$ cat src/rtl/stopwatch_display_if.sv
// Counter-to-display bundle: binary time and mode lines in, multiplexed
// 7-segment drive out.
interface stopwatch_display_if;
    logic [5:0] minutes;
    logic [5:0] seconds;
    logic       adjust;
    logic       select;
    logic [3:0] an;
    logic [6:0] seg;
    logic       dp;

    modport master (
        output minutes, seconds, adjust, select,
        input  an, seg, dp
    );

    modport slave (
        input  minutes, seconds, adjust, select,
        output an, seg, dp
    );
endinterface

$ cat src/rtl/stopwatch_display.sv
// Stopwatch display back end: per-frame binary-to-BCD conversion by repeated
// subtraction, 4-digit common-anode scan in MM.SS form, field blinking.
module stopwatch_display #(
    parameter int SCAN_DIV  = 100000,
    parameter int BLINK_DIV = 25000000
) (
    input  logic               clk,
    input  logic               reset,
    stopwatch_display_if.slave disp
);
    localparam int SCAN_W  = $clog2(SCAN_DIV);
    localparam int BLINK_W = $clog2(BLINK_DIV);

    typedef enum logic [1:0] {IDLE, CONV, COMMIT} conv_state_t;

    logic [SCAN_W-1:0]  scan_cnt;
    logic [1:0]         idx;
    logic               scan_wrap;
    logic               first_cyc;
    logic               frame_start;
    logic [BLINK_W-1:0] blink_cnt;
    logic               blink_on;

    conv_state_t        state, state_nxt;
    logic               load, step, commit;
    logic [5:0]         m_rem, s_rem, m_rem_sub, s_rem_sub;
    logic [2:0]         m_tens, s_tens;
    logic [3:0]         digits [4];

    logic [3:0]         cur_digit;
    logic               blank;
    logic [3:0]         an_nxt;
    logic [6:0]         seg_nxt;
    logic               dp_nxt;

    function automatic logic [6:0] seg_lut(input logic [3:0] d);
        case (d)
            4'd0:    seg_lut = 7'b1000000;
            4'd1:    seg_lut = 7'b1111001;
            4'd2:    seg_lut = 7'b0100100;
            4'd3:    seg_lut = 7'b0110000;
            4'd4:    seg_lut = 7'b0011001;
            4'd5:    seg_lut = 7'b0010010;
            4'd6:    seg_lut = 7'b0000010;
            4'd7:    seg_lut = 7'b1111000;
            4'd8:    seg_lut = 7'b0000000;
            4'd9:    seg_lut = 7'b0010000;
            default: seg_lut = 7'b1111111;
        endcase
    endfunction

    assign scan_wrap   = (scan_cnt == SCAN_W'(SCAN_DIV - 1));
    // A frame begins right after reset and whenever the scan returns to digit 0.
    assign frame_start = first_cyc | (scan_wrap & (idx == 2'd3));

    always_ff @(posedge clk or posedge reset) begin
        if (reset) begin
            scan_cnt  <= '0;
            idx       <= 2'd0;
            first_cyc <= 1'b1;
        end else begin
            // NOTE: sequential state uses non-blocking assignment so every flop samples pre-edge values.
            first_cyc <= 1'b0;
            if (scan_wrap) begin
                scan_cnt <= '0;
                idx      <= idx + 2'd1;
            end else begin
                scan_cnt <= scan_cnt + SCAN_W'(1);
            end
        end
    end

    always_ff @(posedge clk or posedge reset) begin
        if (reset) begin
            blink_cnt <= '0;
            blink_on  <= 1'b1;
        end else if (blink_cnt == BLINK_W'(BLINK_DIV - 1)) begin
            blink_cnt <= '0;
            blink_on  <= ~blink_on;
        end else begin
            blink_cnt <= blink_cnt + BLINK_W'(1);
        end
    end

    assign m_rem_sub = (m_rem >= 6'd10) ? m_rem - 6'd10 : m_rem;
    assign s_rem_sub = (s_rem >= 6'd10) ? s_rem - 6'd10 : s_rem;

    always_ff @(posedge clk or posedge reset) begin
        if (reset) state <= IDLE;
        else       state <= state_nxt;
    end

    always_comb begin
        // NOTE: every output of this block gets a default first, so no path can infer a latch.
        state_nxt = state;
        load      = 1'b0;
        step      = 1'b0;
        commit    = 1'b0;
        case (state)
            IDLE: begin
                if (frame_start) begin
                    load      = 1'b1;
                    state_nxt = CONV;
                end
            end
            CONV: begin
                step = 1'b1;
                // Exit on the cycle whose subtraction leaves both remainders below ten.
                if ((m_rem_sub < 6'd10) && (s_rem_sub < 6'd10)) state_nxt = COMMIT;
            end
            COMMIT: begin
                commit    = 1'b1;
                state_nxt = IDLE;
            end
            default: state_nxt = IDLE;
        endcase
    end

    always_ff @(posedge clk or posedge reset) begin
        if (reset) begin
            m_rem  <= '0;
            s_rem  <= '0;
            m_tens <= '0;
            s_tens <= '0;
            // NOTE: the four digit registers are plain flops, not RAM, so they take the async reset.
            for (int i = 0; i < 4; i++) digits[i] <= 4'd0;
        end else begin
            if (load) begin
                m_rem  <= disp.minutes;
                s_rem  <= disp.seconds;
                m_tens <= '0;
                s_tens <= '0;
            end else if (step) begin
                m_rem <= m_rem_sub;
                s_rem <= s_rem_sub;
                if (m_rem >= 6'd10) m_tens <= m_tens + 3'd1;
                if (s_rem >= 6'd10) s_tens <= s_tens + 3'd1;
            end
            if (commit) begin
                digits[3] <= {1'b0, m_tens};
                digits[2] <= m_rem[3:0];
                digits[1] <= {1'b0, s_tens};
                digits[0] <= s_rem[3:0];
            end
        end
    end

    always_comb begin
        cur_digit = digits[idx];
        // select = 0 owns idx 3/2 (idx[1] set); select = 1 owns idx 1/0.
        blank     = disp.adjust & ~blink_on & (disp.select ? ~idx[1] : idx[1]);
        an_nxt    = blank ? 4'b1111 : ~(4'b0001 << idx);
        seg_nxt   = blank ? 7'b1111111 : seg_lut(cur_digit);
        dp_nxt    = (idx != 2'd2);
    end

    always_ff @(posedge clk or posedge reset) begin
        if (reset) begin
            disp.an  <= 4'b1111;
            disp.seg <= 7'b1111111;
            disp.dp  <= 1'b1;
        end else begin
            disp.an  <= an_nxt;
            disp.seg <= seg_nxt;
            disp.dp  <= dp_nxt;
        end
    end
endmodule
$ cat src/flat_wrapper.sv
// flat-port wrapper written by rule: the top's interface ports become plain ports
module stopwatch_display_flat 
#(
    parameter int SCAN_DIV  = 100000,
    parameter int BLINK_DIV = 25000000
)
  (clk, reset, disp_minutes, disp_seconds, disp_adjust, disp_select, disp_an, disp_seg, disp_dp);
  stopwatch_display_if disp_i ();
  input  logic clk;
  input  logic reset;
  input wire logic [$bits(disp_i.minutes)-1:0] disp_minutes;
  input wire logic [$bits(disp_i.seconds)-1:0] disp_seconds;
  input wire logic [$bits(disp_i.adjust)-1:0] disp_adjust;
  input wire logic [$bits(disp_i.select)-1:0] disp_select;
  output wire logic [$bits(disp_i.an)-1:0] disp_an;
  output wire logic [$bits(disp_i.seg)-1:0] disp_seg;
  output wire logic [$bits(disp_i.dp)-1:0] disp_dp;
  assign disp_i.minutes = disp_minutes;
  assign disp_i.seconds = disp_seconds;
  assign disp_i.adjust = disp_adjust;
  assign disp_i.select = disp_select;
  assign disp_an = disp_i.an;
  assign disp_seg = disp_i.seg;
  assign disp_dp = disp_i.dp;
  stopwatch_display #(.SCAN_DIV(SCAN_DIV), .BLINK_DIV(BLINK_DIV)) u_core (.clk(clk), .reset(reset), .disp(disp_i));
endmodule
$ cat config.mk
export PLATFORM = sky130hd
export DESIGN_NAME = stopwatch_display_flat
export DESIGN_NICKNAME = d
export VERILOG_FILES = /design/src/rtl/stopwatch_display_if.sv /design/src/rtl/stopwatch_display.sv /design/src/flat_wrapper.sv
export SDC_FILE = /design/constraint.sdc
export NUM_CORES = 1
export LEC_CHECK = 0
export CAP_MARGIN = 20
export CELL_PAD_IN_SITES_DETAIL_PLACEMENT = 2
export CELL_PAD_IN_SITES_GLOBAL_PLACEMENT = 2
export CORE_AREA = 2 2 113 115
export DETAILED_ROUTE_END_ITERATION = 6
export DIE_AREA = 0 0 115 117
export PLACE_DENSITY = 0.76
export SYNTH_ARGS = -nofsm -noshare
export SYNTH_HDL_FRONTEND = slang
export SYNTH_SLANG_ARGS = --single-unit
$ cat constraint.sdc
create_clock -name clk -period 3.9 [get_ports clk]
set_input_delay 0.78 -clock clk [delete_from_list [all_inputs] [get_ports clk]]
set_output_delay 0.78 -clock clk [all_outputs]
set_load 0.005 [all_outputs]
==> flow_metrics.tcl, run 1 <==
set metrics [dict create \
    synthDistinctLibCells 60 \
    antenna_found_initial 0 \
    critPathTopFamily "simple AND/OR/NAND/NOR gates" \
    crit_chain "ha_1 > and4_1 > and4_1 > a21oi_2 > nor3_4 > mux2_4" \
    avgSynthCellArea_um2 10.5 \
    postLayoutCellArea_um2 5380 \
    rows 41 \
    grt_max_degree 93 \
    dpl.cell_count 608 \
    max_stage_delay_ns 0.64 \
    crit_arrival_ns 2.70 \
    cts_setup_buffers 0 \
    min-delay-path-class "register to register" \
    first_pass_iters 4 \
    start_kind "register" \
    cts_resized 0 \
    grt_pass1_wl_um 19400 \
    yosysSeqAreaShare 0.497 \
    antenna_left 0 \
    crit_type "register to register" \
    grt_use_met3 0.0278 \
    synth_edf_count 0 \
    floorplan.initialDensity 0.379 \
    final_nets 500 \
    dieHeight_um 117 \
    max_freq_ghz 0.405 \
    avgViaCountPerCell 5.42 \
    die_w_um 115 \
    portBuffers 27 \
    n_antenna_cell 0 \
    grt.busiest_layer "met2" \
    routed_wl_um 11500 \
    irDropWorstVdd_mv 0.251 \
    slowest_stage "and4_1" \
    finalMaxSlewViolations 0 \
    synthesis.nets 475 \
    syn-instance-count 444 \
    cts_inserted_buffers 9 \
    core_um2 12300 \
    crit_top_cell "and4_1" \
    root_buffer "clkbuf_16" \
    grt_pass1_vias 3742 \
    dpl.hpwl_um 8050 \
    whs_ns 0.458 \
    endpoint_kind "register" \
    cts_tree "done" \
    p_per_area_nw_per_um2 640 \
    slew_headroom 0.494 \
    die_area_um2 13500 \
    p_leak_nw 2.28 \
    setup_viol 0 \
    drive_above_1_share 0.156 \
    use_met1 0.236 \
    status "complete, no violations" \
    path_buf_inv 0 \
    hold_buffers 0 \
    cts.sinks 92 \
    grt_overflow 0 \
    period_needed_ns 2.47 \
    hold_viol_final 0 \
    drcViolationCount 0 \
    ys.flop_type "dfrtp_1" \
    ys_warn_count 0 \
    post_dp_cell_area_um2 5070 \
    cap_violations 0 \
    worst_pin_slew_ns 0.753 \
    routabilityCongestion 0.786 \
    finalSetupTns_ns 0 \
    fillers 1315 \
    vias 3380 \
    grtUsageTotal 0.187 \
    clockBufferDepth 2 \
    htreeDepth 3 \
    fin_crit_sh 0.633 \
    cp.required_ns 4.13 \
    ys_seq_elements 92 \
    rsz0062_at_grt "no" \
    drtIter0Drc 151 \
    clock_latency_ns 0.35 \
    synth_area_um2 4670 \
    path_max_fanout 17 \
    met2_usage 0.325 \
    clkTransAtPathRegs_ns 0.07 \
    ios 28 \
    area_growth_pct 15.2 \
    wl_per_cell_um 18.5 \
    final_cells 624 \
    async_flop_share 1.00 \
    clock_skew_ns 0.00726 \
]
## cell usage in the layout, fill, tap and decap left out, types with 3 or more instances in the layout
| master | n |
|---|---|
| and3_1 | 5 |
| nor3_2 | 4 |
| a21oi_1 | 17 |
| mux2i_1 | 8 |
| o221a_2 | 6 |
| mux2_2 | 10 |
| clkbuf_16 | 9 |
| nor2_1 | 49 |
| clkdlybuf4s50_1 | 27 |
| nand3_1 | 19 |
| nand2_1 | 35 |
| mux4_2 | 3 |
| nand4_1 | 9 |
| xnor2_1 | 20 |
| o21ai_0 | 24 |
| xor2_1 | 22 |
| dfstp_2 | 14 |
| a211oi_1 | 4 |
| ha_1 | 15 |
| nor3_1 | 11 |
| nor2b_1 | 6 |
| nor2_2 | 3 |
| and4_1 | 4 |
| nand2b_1 | 5 |
| a31oi_1 | 3 |
| dfrtp_1 | 78 |
| inv_1 | 17 |
## flip-flops by register name (all words and copies together), names as in the netlist
name              cells
u_core.disp.dp        1
u_core.state          2
u_core.idx            2
u_core.disp.an        4
u_core.scan_cnt      17
u_core.m_tens         3
u_core.digits        14
u_core.blink_cnt     25
u_core.s_tens         3
u_core.disp.seg       7
u_core.first_cyc      1
u_core.blink_on       1
u_core.s_rem          6
u_core.m_rem          6
## synthesized netlist by cell type, types with 3 or more instances
master    number  area share
mux2i_1        8       0.017
a31oi_1        3      0.0040
xor2_1        22       0.041
mux2_2        10       0.024
clkbuf_1       6      0.0048
and4_1         4      0.0075
xnor2_1       20       0.038
nand4_1        9       0.012
nor2_1        49       0.039
ha_1          15       0.040
nor2b_1        6      0.0080
nor3_1        11       0.012
dfrtp_1       78        0.42
nand2_1       35       0.028
nand2b_1       5      0.0067
and3_1         5      0.0067
inv_1         18       0.014
o221a_2        6       0.014
a211oi_1       4      0.0064
dfstp_2       14       0.079
buf_2          4      0.0043
nor2_2         3      0.0040
nor3_2         4      0.0086
o21ai_0       24       0.026
nand3_1       19       0.020
a21oi_1       17       0.018
mux4_2         3       0.014
## kinds of logic (layout without fill, tap and decap cells)
| family | after synthesis | after routing | synth area share |
|---|---|---|---|
| AOI/OAI and AO/OA | 69 | 69 | 0.0954 |
| muxes | 23 | 23 | 0.0621 |
| other | 1 | 1 | 0.000803 |
| and+or+nand+nor | 170 | 170 | 0.195 |
| buffers and inverters | 32 | 62 | 0.0311 |
| adders and majority gates | 15 | 15 | 0.0402 |
| xor gates and xnor gates | 42 | 42 | 0.0788 |
| DFF | 92 | 92 | 0.497 |
## through the flow
step,worst slack (ns),total power [W],util
6_report,1.43,0.00345,0.437
3_5_place_dp,1.43,0.00255,0.412
3_3_place_gp,1.50,0.00246,0.412
2_1_floorplan,0.751,0.00216,-
5_1_grt,1.23,0.00370,0.437
4_1_cts,1.41,0.00350,0.437
## metal layers
layer / part of all wire / wire [um] / up-vias
met5: 0 / 0 / -
met3: 0.018 / 211 / 12
li1: - / - / 1608
met4: 0.017 / 196 / 0
met2: 0.51 / 5950 / 35
met1: 0.45 / 5190 / 1725
## power by group
group / total [W] / switching, W / internal [W]
registers: 0.00142 / 0.000228 / 0.00119
logic: 0.00111 / 0.000570 / 0.000542
clock network: 0.000916 / 0.000397 / 0.000519
## path summary, 6_finish.rpt
check                           cells past startpoint  slack [ns]                       endpoint                          from
max in group asynchronous                           3        2.64     u_core.first_cyc$_DFF_PP1_                         reset
min in group asynchronous                           3        0.87  u_core.blink_cnt[4]$_DFF_PP0_                         reset
worst max-delay path                                6        1.43    u_core.m_rem[0]$_DFFE_PP0P_  u_core.scan_cnt[0]$_DFF_PP0_
worst min register to register                      1        0.46   u_core.scan_cnt[0]$_DFF_PP0_  u_core.scan_cnt[0]$_DFF_PP0_
worst max register to register                      6        1.43    u_core.m_rem[0]$_DFFE_PP0P_  u_core.scan_cnt[0]$_DFF_PP0_
worst min-delay path                                1        0.46   u_core.scan_cnt[0]$_DFF_PP0_  u_core.scan_cnt[0]$_DFF_PP0_
## area by class of cell
type / count / area (um2) / share of cell area
timing repair buffer: 28 / 290 / 0.0539
inverter: 18 / 68.8 / 0.0128
multi-input combinational: 320 / 2210 / 0.410
clock buffer: 10 / 239 / 0.0444
sequential: 92 / 2320 / 0.431
clock inverter: 6 / 71.3 / 0.0132
tap: 150 / 188 / 0.0349
## worst reg2reg max path: cells and delay by family, from the launching register on
family	cells	cell delay, ns
AOI/OAI and AO/OA	1	0.15
muxes	1	0.35
DFF	1	0.37
and+or+nand+nor	3	1.26
adders and majority gates	1	0.23
(Power assumes the default switching activity.)
==> run 2: changes to the inputs <==
--- a/config.mk
+++ b/config.mk
@@ -8,10 +8,10 @@
 export CAP_MARGIN = 20
 export CELL_PAD_IN_SITES_DETAIL_PLACEMENT = 2
 export CELL_PAD_IN_SITES_GLOBAL_PLACEMENT = 2
-export CORE_AREA = 2 2 113 115
+export CORE_AREA = 2 2 117 119
 export DETAILED_ROUTE_END_ITERATION = 6
-export DIE_AREA = 0 0 115 117
-export PLACE_DENSITY = 0.76
+export DIE_AREA = 0 0 119 121
+export PLACE_DENSITY = 0.74
 export SYNTH_ARGS = -nofsm -noshare
 export SYNTH_HDL_FRONTEND = slang
 export SYNTH_SLANG_ARGS = --single-unit
==> constraint.sdc (replaced) <==
create_clock -name clk -period 2.1 [get_ports clk]
set_input_delay 0.42 -clock clk [delete_from_list [all_inputs] [get_ports clk]]
set_output_delay 0.42 -clock clk [all_outputs]
set_load 0.005 [all_outputs]
==> run 2 against run 1 <==
Compared with the run above: wire length up 1.4%; final cell count up 6.7%; first-iteration DRC count unchanged; flip-flop and latch count unchanged; count of clock-buffer cells in the layout up 1; non-clock buffer count up 16; largest power group unchanged; highest routed layer unchanged.
==> flow_metrics.tcl, run 2 (synthesis gave the netlist of run 1 again) <==
set metrics [dict create \
    top_register "u_core.blink_cnt" \
    ios 28 \
    irDropWorstVdd_mv 0.410 \
    cts_resized 0 \
    avgViaCountPerCell 5.14 \
    critPathTopFamily "simple AND/OR/NAND/NOR gates" \
    root_buffer "clkbuf_16" \
    worst_pin_slew_ns 0.629 \
    cp.required_ns 2.33 \
    die_w_um 119 \
    first_pass_iters 4 \
    vias 3424 \
    grt_pass1_wl_um 20100 \
    drive_above_1_share 0.182 \
    grtUsageTotal 0.178 \
    fillers 1366 \
    grt_max_degree 93 \
    endpoint_kind "register" \
    seq_power_share 0.410 \
    routed_wl_um 11700 \
    setup_viol 0 \
    antenna_found_initial 0 \
    period_needed_ns 1.95 \
    largest_reg_flops 25 \
    antenna_left 0 \
    clock_skew_ns 0.00933 \
    area_growth_pct 17.9 \
    crit_chain "ha_1 > and4_1 > and4_1 > a21oi_2 > nor3_4 > mux2_4" \
    rsz0062_at_grt "no" \
    slew_headroom 0.581 \
    final_cell_mix "dfrtp_1, nor2_1, nand2_1" \
    clkPwrFrac 0.246 \
    clock_latency_ns 0.35 \
    cap_violations 0 \
    p_per_area_nw_per_um2 1150 \
    swShare 0.349 \
    final_util 0.421 \
    floorplan.initialDensity 0.357 \
    hold_viol_final 0 \
    crit_arrival_ns 2.18 \
    n_antenna_cell 0 \
    final_nets 516 \
    crit_top_cell "and4_1" \
    path_buf_inv 0 \
    slowest_stage "dfrtp_1" \
    finalSetupTns_ns 0 \
    finalMaxSlewViolations 0 \
    max_stage_delay_ns 0.36 \
    cts_setup_buffers 0 \
    die_area_um2 14400 \
    cts.sinks 92 \
    p_leak_nw 2.33 \
    pwr-share-comb 0.343 \
    post_dp_cell_area_um2 5230 \
    p_sw_w 0.00221 \
    core_um2 13100 \
    p_int_w 0.00412 \
    cts_inserted_buffers 9 \
    path_max_fanout 6 \
    routabilityCongestion 0.769 \
    fin_crit_sh 0.928 \
    status "complete, no violations" \
    wl_per_cell_um 17.6 \
    grt_overflow 0 \
    drtIter0Drc 151 \
    rows 42 \
    max_freq_ghz 0.513 \
    drcViolationCount 0 \
    htreeDepth 3 \
    layout_commonest_cell "dfrtp_1" \
    portBuffers 27 \
    clkTransAtPathRegs_ns 0.07 \
    dieHeight_um 121 \
    postLayoutCellArea_um2 5510 \
    crit_type "register to register" \
    clockBufferDepth 2 \
    cts_tree "done" \
    min-delay-path-class "register to register" \
    start_kind "register" \
    dpl.hpwl_um 8620 \
    hold_buffers 0 \
    biggestRegsByFlops "u_core.blink_cnt: 25 flops, u_core.scan_cnt: 17 flops, u_core.digits: 14 flops" \
    grt_pass1_vias 3835 \
]
-- run 2: final timing paths --
check                                        startpoint                            to  slack [ns]  depth (start not counted)
hold reg to reg            u_core.scan_cnt[0]$_DFF_PP0_  u_core.scan_cnt[0]$_DFF_PP0_        0.46                          1
setup reg to reg           u_core.scan_cnt[0]$_DFF_PP0_   u_core.m_rem[0]$_DFFE_PP0P_        0.15                          6
hold / removal             u_core.scan_cnt[0]$_DFF_PP0_  u_core.scan_cnt[0]$_DFF_PP0_        0.46                          1
setup / recovery           u_core.scan_cnt[0]$_DFF_PP0_   u_core.m_rem[0]$_DFFE_PP0P_        0.15                          6
max in group asynchronous                         reset   u_core.blink_on$_DFFE_PP1N_        1.14                          3
min in group asynchronous                         reset  u_core.digits[0]$_DFFE_PP0N_        0.57                          3
-- run 2: per-layer routing --
| metal | part of all wire | track usage |
|---|---|---|
| met1 | 0.46 | 0.225 |
| met2 | 0.50 | 0.307 |
| met3 | 0.028 | 0.0329 |
| met4 | 0.015 | 0.0610 |
| met5 | 0 | 0 |
-- run 2: area by class of cell --
type / count / area [um2] / share of cell area
flip-flops and latches: 92 / 2320 / 0.421
multi-input cells: 320 / 2210 / 0.401
clock buffers: 11 / 243 / 0.0441
clock inverters: 5 / 36.3 / 0.00659
repair buffers: 44 / 410 / 0.0745
inverters: 18 / 71.3 / 0.0130
well taps: 176 / 220 / 0.0400
-- run 2: stage by stage --
| stage | setup WS, ns | power [W] | instances | hold WS, ns |
|---|---|---|---|---|
| finish | 0.151 | 0.00633 | 666 | 0.456 |
| global route | 0.0309 | 0.00682 | 666 | 0.481 |
| CTS | 0.126 | 0.00643 | 666 | 0.462 |
| detailed placement | 0.145 | 0.00483 | 650 | 0.454 |
| global placement | 0.245 | 0.00465 | 650 | 0.439 |
| floorplan | 0.255 | 0.00402 | 444 | 0.425 |
-- run 2: power by group through the flow --
stage                     clock network, W  logic (W)  registers (W)
final                              0.00156    0.00217        0.00260
after global routing               0.00166    0.00249        0.00267
after CTS                          0.00161    0.00223        0.00260
after detailed placement                 0    0.00220        0.00263
after global placement                   0    0.00206        0.00259
after floorplan                          0    0.00157        0.00245
==> run 3: changes to the inputs <==
--- a/config.mk
+++ b/config.mk
@@ -8,10 +8,11 @@
 export CAP_MARGIN = 20
 export CELL_PAD_IN_SITES_DETAIL_PLACEMENT = 2
 export CELL_PAD_IN_SITES_GLOBAL_PLACEMENT = 2
-export CORE_AREA = 2 2 117 119
+export CORE_AREA = 2 2 135 104
 export DETAILED_ROUTE_END_ITERATION = 6
-export DIE_AREA = 0 0 119 121
+export DIE_AREA = 0 0 137 106
 export PLACE_DENSITY = 0.74
+export SKIP_CTS_REPAIR_TIMING = 1
 export SYNTH_ARGS = -nofsm -noshare
 export SYNTH_HDL_FRONTEND = slang
 export SYNTH_SLANG_ARGS = --single-unit
==> run 3 against run 2 <==
Compared with the run above: count of clock-buffer cells in the layout is 1 lower; sequential power hardly changed; register-to-register slack improved by 0.03 ns; combinational power about the same; design area grew 2.0%; critical path depth unchanged; worst setup slack gained 0.032 ns; clock skew down 0.0014 ns; clock power increased by 24%; via count is 0.47% higher; die area grew 0.85%; largest cell class unchanged; highest routed layer unchanged.
==> flow_metrics.tcl, run 3 (synthesis gave the netlist of run 1 again) <==
set metrics [dict create \
    status "complete, no violations" \
    start_kind "register" \
    irDropWorstVdd_mv 0.497 \
    rows 37 \
    max_stage_delay_ns 0.59 \
    die_w_um 137 \
    area_growth_pct 20.3 \
    antenna_left 0 \
    clock_latency_ns 0.35 \
    met2_usage 0.300 \
    critPathTopFamily "multiplexers" \
    slowest_stage "mux4_2" \
    clockBufferDepth 2 \
    postLayoutCellArea_um2 5620 \
    max_freq_ghz 0.522 \
    cts.sinks 92 \
    clkPwrFrac 0.288 \
    n_antenna_cell 0 \
    avgViaCountPerCell 5.17 \
    antenna_found_initial 0 \
    multiInputGateArea_um2 2210 \
    portBuffers 27 \
    register_area_um2 2320 \
    clkTransAtPathRegs_ns 0.07 \
    hold_viol_final 0 \
    final_cell_mix "dfrtp_1, nor2_1, nand2_1" \
    drtIter0Drc 137 \
    dieHeight_um 106 \
    path_buf_inv 2 \
    p_per_area_nw_per_um2 1200 \
    finalSetupTns_ns 0 \
    clock_skew_ns 0.00797 \
    routabilityCongestion 0.756 \
    slew_headroom 0.589 \
    final_nets 517 \
    wl_per_cell_um 18.8 \
    p_int_w 0.00449 \
    rsz0062_at_grt "no" \
    endpoint_kind "register" \
    use_met1 0.260 \
    layout_commonest_cell "dfrtp_1" \
    setup_viol 0 \
    crit_arrival_ns 2.18 \
    min-delay-path-class "input pin to async pin" \
    swShare 0.333 \
    fin_crit_sh 0.913 \
    crit_type "register to register" \
    worst_pin_slew_ns 0.617 \
    final_util 0.421 \
    htreeDepth 3 \
    path_max_fanout 8 \
    cts_inserted_buffers 9 \
    floorplan.initialDensity 0.350 \
    drcViolationCount 0 \
    vias 3440 \
    root_buffer "clkbuf_16" \
    fillers 1369 \
    post_dp_cell_area_um2 5260 \
    routed_wl_um 12500 \
    grt_pass1_wl_um 20900 \
    whs_ns 0.436 \
    period_needed_ns 1.92 \
    pwr-share-comb 0.324 \
    die_area_um2 14500 \
    cts_tree "done" \
    ios 28 \
    drive_above_1_share 0.187 \
    cap_violations 0 \
    cp.depth 6 \
    seq_power_share 0.388 \
    top_register "u_core.blink_cnt" \
    crit_chain "mux4_2 > inv_1 > ha_1 > inv_1 > mux2i_1 > o21ai_0" \
    crit_top_cell "inv_1" \
    grtUsageTotal 0.188 \
    grt_pass1_vias 3837 \
    grt.busiest_layer "met2" \
    first_pass_iters 4 \
    p_sw_w 0.00225 \
    dpl.hpwl_um 9130 \
    p_leak_nw 2.39 \
    largest_reg_flops 25 \
    grt_use_met3 0.0415 \
    biggestRegsByFlops "u_core.blink_cnt: 25 flops, u_core.scan_cnt: 17 flops, u_core.digits: 14 flops" \
    cp.required_ns 2.36 \
    grt_max_degree 32 \
    core_um2 13300 \
    finalMaxSlewViolations 0 \
    ff2ff_path_depth 6 \
    grt_overflow 0 \
]
## run 3: cell type report
class,instances,area share
sequential,92,0.413
multi-input combinational,320,0.393
timing repair buffer,45,0.0788
clock buffer,10,0.0425
tap,175,0.0390
clock inverter,6,0.0212
inverter,18,0.0127
## run 3: per-layer routing
layer / wire length [um] / up-vias
li1: - / 1632
met1: 6150 / 1755
met2: 5900 / 44
met3: 343 / 9
met4: 106 / 0
met5: 0 / -
## run 3: path summary, 6_finish.rpt
check / endpoint / from / slack, ns
max: u_core.disp.seg[3]$_DFF_PP1_ / u_core.idx[0]$_DFFE_PP0N_ / 0.18
min in group clk: u_core.scan_cnt[0]$_DFF_PP0_ / u_core.scan_cnt[0]$_DFF_PP0_ / 0.46
max reg2reg: u_core.disp.seg[3]$_DFF_PP1_ / u_core.idx[0]$_DFFE_PP0N_ / 0.18
max in group asynchronous: u_core.disp.seg[3]$_DFF_PP1_ / reset / 1.09
min: u_core.m_rem[5]$_DFFE_PP0P_ / reset / 0.44
min reg2reg: u_core.scan_cnt[0]$_DFF_PP0_ / u_core.scan_cnt[0]$_DFF_PP0_ / 0.46
## run 3: power groups by stage
stage | registers (W) | logic [W] | clock network [W]
after detailed placement | 0.00264 | 0.00218 | 0
after CTS | 0.00263 | 0.00222 | 0.00200
final | 0.00262 | 0.00218 | 0.00194
after global routing | 0.00267 | 0.00247 | 0.00206
after global placement | 0.00261 | 0.00206 | 0
after floorplan | 0.00245 | 0.00157 | 0
## run 3: per-stage QoR
step           cells  power (W)  setup slack [ns]
2_1_floorplan    444    0.00402             0.255
3_3_place_gp     650    0.00467             0.242
3_5_place_dp     650    0.00482             0.144
4_1_cts          666    0.00684             0.123
5_1_grt          666    0.00720            0.0380
6_report         666    0.00674             0.183
==> patch 1: new RTL, config.mk and constraints of run 1 <==
`BLINK_DIV` is set to 25000000 in 2 places; all go to 12500000.
--- a/src/rtl/stopwatch_display.sv
+++ b/src/rtl/stopwatch_display.sv
@@ -3,5 +3,5 @@
 module stopwatch_display #(
     parameter int SCAN_DIV  = 100000,
-    parameter int BLINK_DIV = 25000000
+    parameter int BLINK_DIV = 12500000
 ) (
     input  logic               clk,
--- a/src/flat_wrapper.sv
+++ b/src/flat_wrapper.sv
@@ -3,5 +3,5 @@
 #(
     parameter int SCAN_DIV  = 100000,
-    parameter int BLINK_DIV = 25000000
+    parameter int BLINK_DIV = 12500000
 )
   (clk, reset, disp_minutes, disp_seconds, disp_adjust, disp_select, disp_an, disp_seg, disp_dp);
Behaviour: same outputs for any inputs over 10 cycles, from zero or initial values and one cycle with reset high; that may be too few to reach the edited logic, so the function may still have changed.
==> patch 1 against run 1 <==
  * Design area fell by 1.0%
  * First-iteration DRC count rose by 2.0%
  * Worst hold slack barely moved
  * Power rose by 1.2%
  * Cell count fell by 1.9%
  * Routed wire length rose by 3.3%
  * Setup slack improved by 0.029 ns
  * Die area did not move
  * Sequential cell count fell by 1
  * Global-route usage rose by 0.69 points
  * Critical path depth fell by 1
  * Synthesized area fell by 1.4%
  * Largest power group unchanged
==> patch 1: results <==
{
  "wl_per_cell_um": 19.5,
  "seq_area_frac_synth": 0.498,
  "p_leak_uw": 0.00224,
  "fin_worst_skew_ns": 0.00880,
  "top_regs": "u_core.blink_cnt: 24 flops, u_core.scan_cnt: 17 flops, u_core.digits: 14 flops",
  "grt_pass1_vias": 3765,
  "place_ws_ns": 1.48,
  "grt_max_degree": 92,
  "syn_nets": 468,
  "hold_end": "u_core.scan_cnt[0]$_DFF_PP0_",
  "crit_family": "compound AO/OA/AOI/OAI gates",
  "clk_latency_ns": 0.35,
  "nFillCells": 1295,
  "final_cells": 612,
  "async_reset_ff_frac": 1.00,
  "ys_top_cells_by_area": "dfrtp_1, dfstp_2, xnor2_1",
  "antenna_cells": 0,
  "path_max_fanout": 12,
  "grt_util_all_layers": 0.194,
  "reg2reg_to": "u_core.s_rem[3]$_DFFE_PP0P_",
  "outcome": "complete, no violations",
  "timing.slew.headroom": 0.351,
  "ff2ff_path_depth": 5,
  "cp_slowest_cell": "a21oi_1",
  "crit_arrival_ns": 2.62,
  "htreeDepth": 3,
  "final_layout_size_suffix_gt1_frac": 0.117,
  "vias": 3437,
  "synth_cell_types": 56,
  "dpl.cell_count": 597,
  "antenna_found_initial": 0,
  "clk_pin_slew_worst_paths_ns": 0.06,
  "vdd_drop_max_mv": 0.242,
  "gp_congestion": 0.772,
  "grt_pass1_wl_um": 20200,
  "avgSynthCellArea_um2": 10.5,
  "cts_root_buf": "clkbuf_16",
  "hp-class": "reg -> reg",
  "place_area_mm2": 0.00501,
  "p_sw_uw": 1190,
  "hpwl_um": 8150,
  "drtIter0Drc": 154,
  "num-nets-final": 489,
  "synth_common_cells": "dfrtp_1, nor2_1, nand2_1",
  "drtPass1Iterations": 4,
  "max_stage_delay_ns": 0.80
}
patch 1: changes by cell type after synthesis, moves of 5 or more:
cell      before  now
nor2_1        49   35
xor2_1        22   10
clkbuf_1       6   16
xnor2_1       20   26
a21oi_1       17   12
a221o_1        2    7
o221a_2        6    1
patch 1: worst max-delay path by stage:
stage,startpoint,endpoint,slack (ns),depth (start not counted)
6_report,u_core.scan_cnt[0]$_DFF_PP0_,u_core.s_rem[3]$_DFFE_PP0P_,1.46,5
5_1_grt,u_core.scan_cnt[12]$_DFF_PP0_,u_core.s_rem[2]$_DFFE_PP0P_,1.29,4
4_1_cts,u_core.scan_cnt[12]$_DFF_PP0_,u_core.s_rem[2]$_DFFE_PP0P_,1.41,4
3_5_place_dp,u_core.scan_cnt[0]$_DFF_PP0_,u_core.s_rem[4]$_DFFE_PP0P_,1.48,5
3_3_place_gp,u_core.scan_cnt[0]$_DFF_PP0_,u_core.s_rem[3]$_DFFE_PP0P_,1.54,5
2_1_floorplan,reset,u_core.blink_cnt[0]$_DFF_PP0_,0.78,1
patch 1: cells by family after synthesis:
kind of cell	share of synthesized area
other	0.000814
adders and majority gates	0.0408
AOI/OAI and AO/OA	0.117
buffers and inverters	0.0315
muxes	0.0630
xor gates and xnor gates	0.0685
DFF	0.498
and+or+nand+nor	0.180
patch 1: layer usage:
layer / GRT usage / share of wire / vias up / wire, um
li1: - / - / 1608 / -
met1: 0.267 / 0.48 / 1769 / 5670
met2: 0.309 / 0.48 / 46 / 5710
met3: 0.0319 / 0.028 / 14 / 333
met4: 0.0747 / 0.018 / 0 / 214
met5: 0 / 0 / - / 0
patch 1: cell type report:
type / instances / area [um2] / share of cell area
tap: 150 / 188 / 0.0352
timing repair buffer: 29 / 298 / 0.0559
clock inverter: 4 / 75.1 / 0.0141
clock buffer: 11 / 243 / 0.0456
multi-input combinational: 310 / 2160 / 0.406
sequential: 91 / 2290 / 0.431
inverter: 17 / 65.1 / 0.0122
patch 1: power groups by stage:
stage	logic, uW	registers, uW	clock network, uW
2_1_floorplan	879	1280	0
3_3_place_gp	1070	1390	0
3_5_place_dp	1130	1400	0
4_1_cts	1160	1390	978
5_1_grt	1290	1420	1020
6_report	1140	1390	954
patch 1: metrics by stage:
stage                     hold WS, ns  utilization
after floorplan                 0.433            -
final                           0.458        0.433
after CTS                       0.466        0.433
after global routing            0.493        0.433
after global placement          0.448        0.407
after detailed placement        0.457        0.407
==> patch 2: new RTL, flow settings as in run 1 <==
Without the edit above. The 3 states of `conv_state_t` get a one-hot encoding in 3 bits.
--- a/src/rtl/stopwatch_display.sv
+++ b/src/rtl/stopwatch_display.sv
@@ -12,5 +12,5 @@
     localparam int BLINK_W = $clog2(BLINK_DIV);
 
-    typedef enum logic [1:0] {IDLE, CONV, COMMIT} conv_state_t;
+    typedef enum logic [2:0] {IDLE = 3'b001, CONV = 3'b010, COMMIT = 3'b100} conv_state_t;
 
     logic [SCAN_W-1:0]  scan_cnt;
Formal check against the unedited RTL: no difference found for any inputs over 10 cycles, from zero or initial values and one cycle with reset high; not proved beyond that.
==> patch 2 against run 1 <==
  * Routed wire length is 4.0% higher
  * Sequential cell count increased by 1
  * Non-clock buffer count increased by 1
  * Die area unchanged
  * Design area grew 1.3%
  * Power decreased by 8.5%
  * Largest cell class unchanged
  * Clock skew increased by 0.0033 ns
  * Synthesized area up 1.1%
  * Cell count shrank 3.2%
  * Setup slack better by 0.23 ns
==> patch 2: results <==
{
  "crit_family": "flip-flops",
  "synth_compound_area_frac": 0.101,
  "synth_cell_types": 56,
  "clkbuf_count": 12,
  "nNonClkBuffers": 29,
  "nFillCells": 1268,
  "path_max_fanout": 19,
  "synthAdderAreaFrac": 0.0397,
  "grt_util_all_layers": 0.195,
  "muxShareOfSynthArea": 0.0744,
  "vdd_drop_max_mv": 0.243,
  "syn_nets": 454,
  "vias_per_cell": 5.61,
  "fin_worst_skew_ns": 0.0105,
  "seq_area_frac_synth": 0.497,
  "synth-xor-area-share": 0.0686,
  "max_stage_delay_ns": 0.55,
  "grt_pass1_vias": 3740,
  "bufAreaShareNonClock": 0.0553,
  "outcome": "complete, no violations",
  "p_leak_uw": 0.00232,
  "cp_slowest_cell": "dfrtp_1",
  "final_cells": 604,
  "wl_per_cell_um": 19.9,
  "grt_pass1_wl_um": 20200,
  "area_growth_pct": 15.4,
  "inverters": 15,
  "crit_end": "u_core.s_rem[0]$_DFFE_PP0P_"
}
patch 2: cell count changes after synthesis, moves of 5 or more:
cell      delta
and4_1       +5
mux2_2       +9
nand4_1      +8
nand2b_1     -5
nand3_1      -5
nor2_1      -24
xnor2_1      -6
nand2_1      -6
a221o_1      +5
o221a_2      -6
patch 2: metal layers:
metal / vias up / routed length [um] / global-route usage
met1: 1752 / 5570 / 0.254
li1: 1587 / - / -
met3: 10 / 233 / 0.0324
met5: - / 0 / 0
met4: 0 / 150 / 0.0763
met2: 40 / 6060 / 0.328
patch 2: power by group through the flow:
stage               registers, uW  clock network (uW)  logic, uW
global placement             1340                   0        804
finish                       1340                 967        844
floorplan                    1260                   0        639
detailed placement           1360                   0        851
global route                 1370                1020        955
CTS                          1340                 987        861
patch 2: worst min path at each step:
stage | start | to | slack (ns)
2_1_floorplan | u_core.blink_cnt[0]$_DFF_PP0_ | u_core.blink_cnt[0]$_DFF_PP0_ | 0.42
3_3_place_gp | u_core.blink_cnt[0]$_DFF_PP0_ | u_core.blink_cnt[0]$_DFF_PP0_ | 0.44
3_5_place_dp | u_core.blink_cnt[0]$_DFF_PP0_ | u_core.blink_cnt[0]$_DFF_PP0_ | 0.47
4_1_cts | u_core.blink_cnt[0]$_DFF_PP0_ | u_core.blink_cnt[0]$_DFF_PP0_ | 0.48
5_1_grt | u_core.blink_cnt[0]$_DFF_PP0_ | u_core.blink_cnt[0]$_DFF_PP0_ | 0.51
6_report | u_core.blink_cnt[0]$_DFF_PP0_ | u_core.blink_cnt[0]$_DFF_PP0_ | 0.47
patch 2: stage by stage:
step	power (uW)	setup slack, ns
floorplan	1900	0.725
global placement	2140	1.78
detailed placement	2210	1.65
CTS	3190	1.63
global route	3350	1.47
finish	3150	1.66
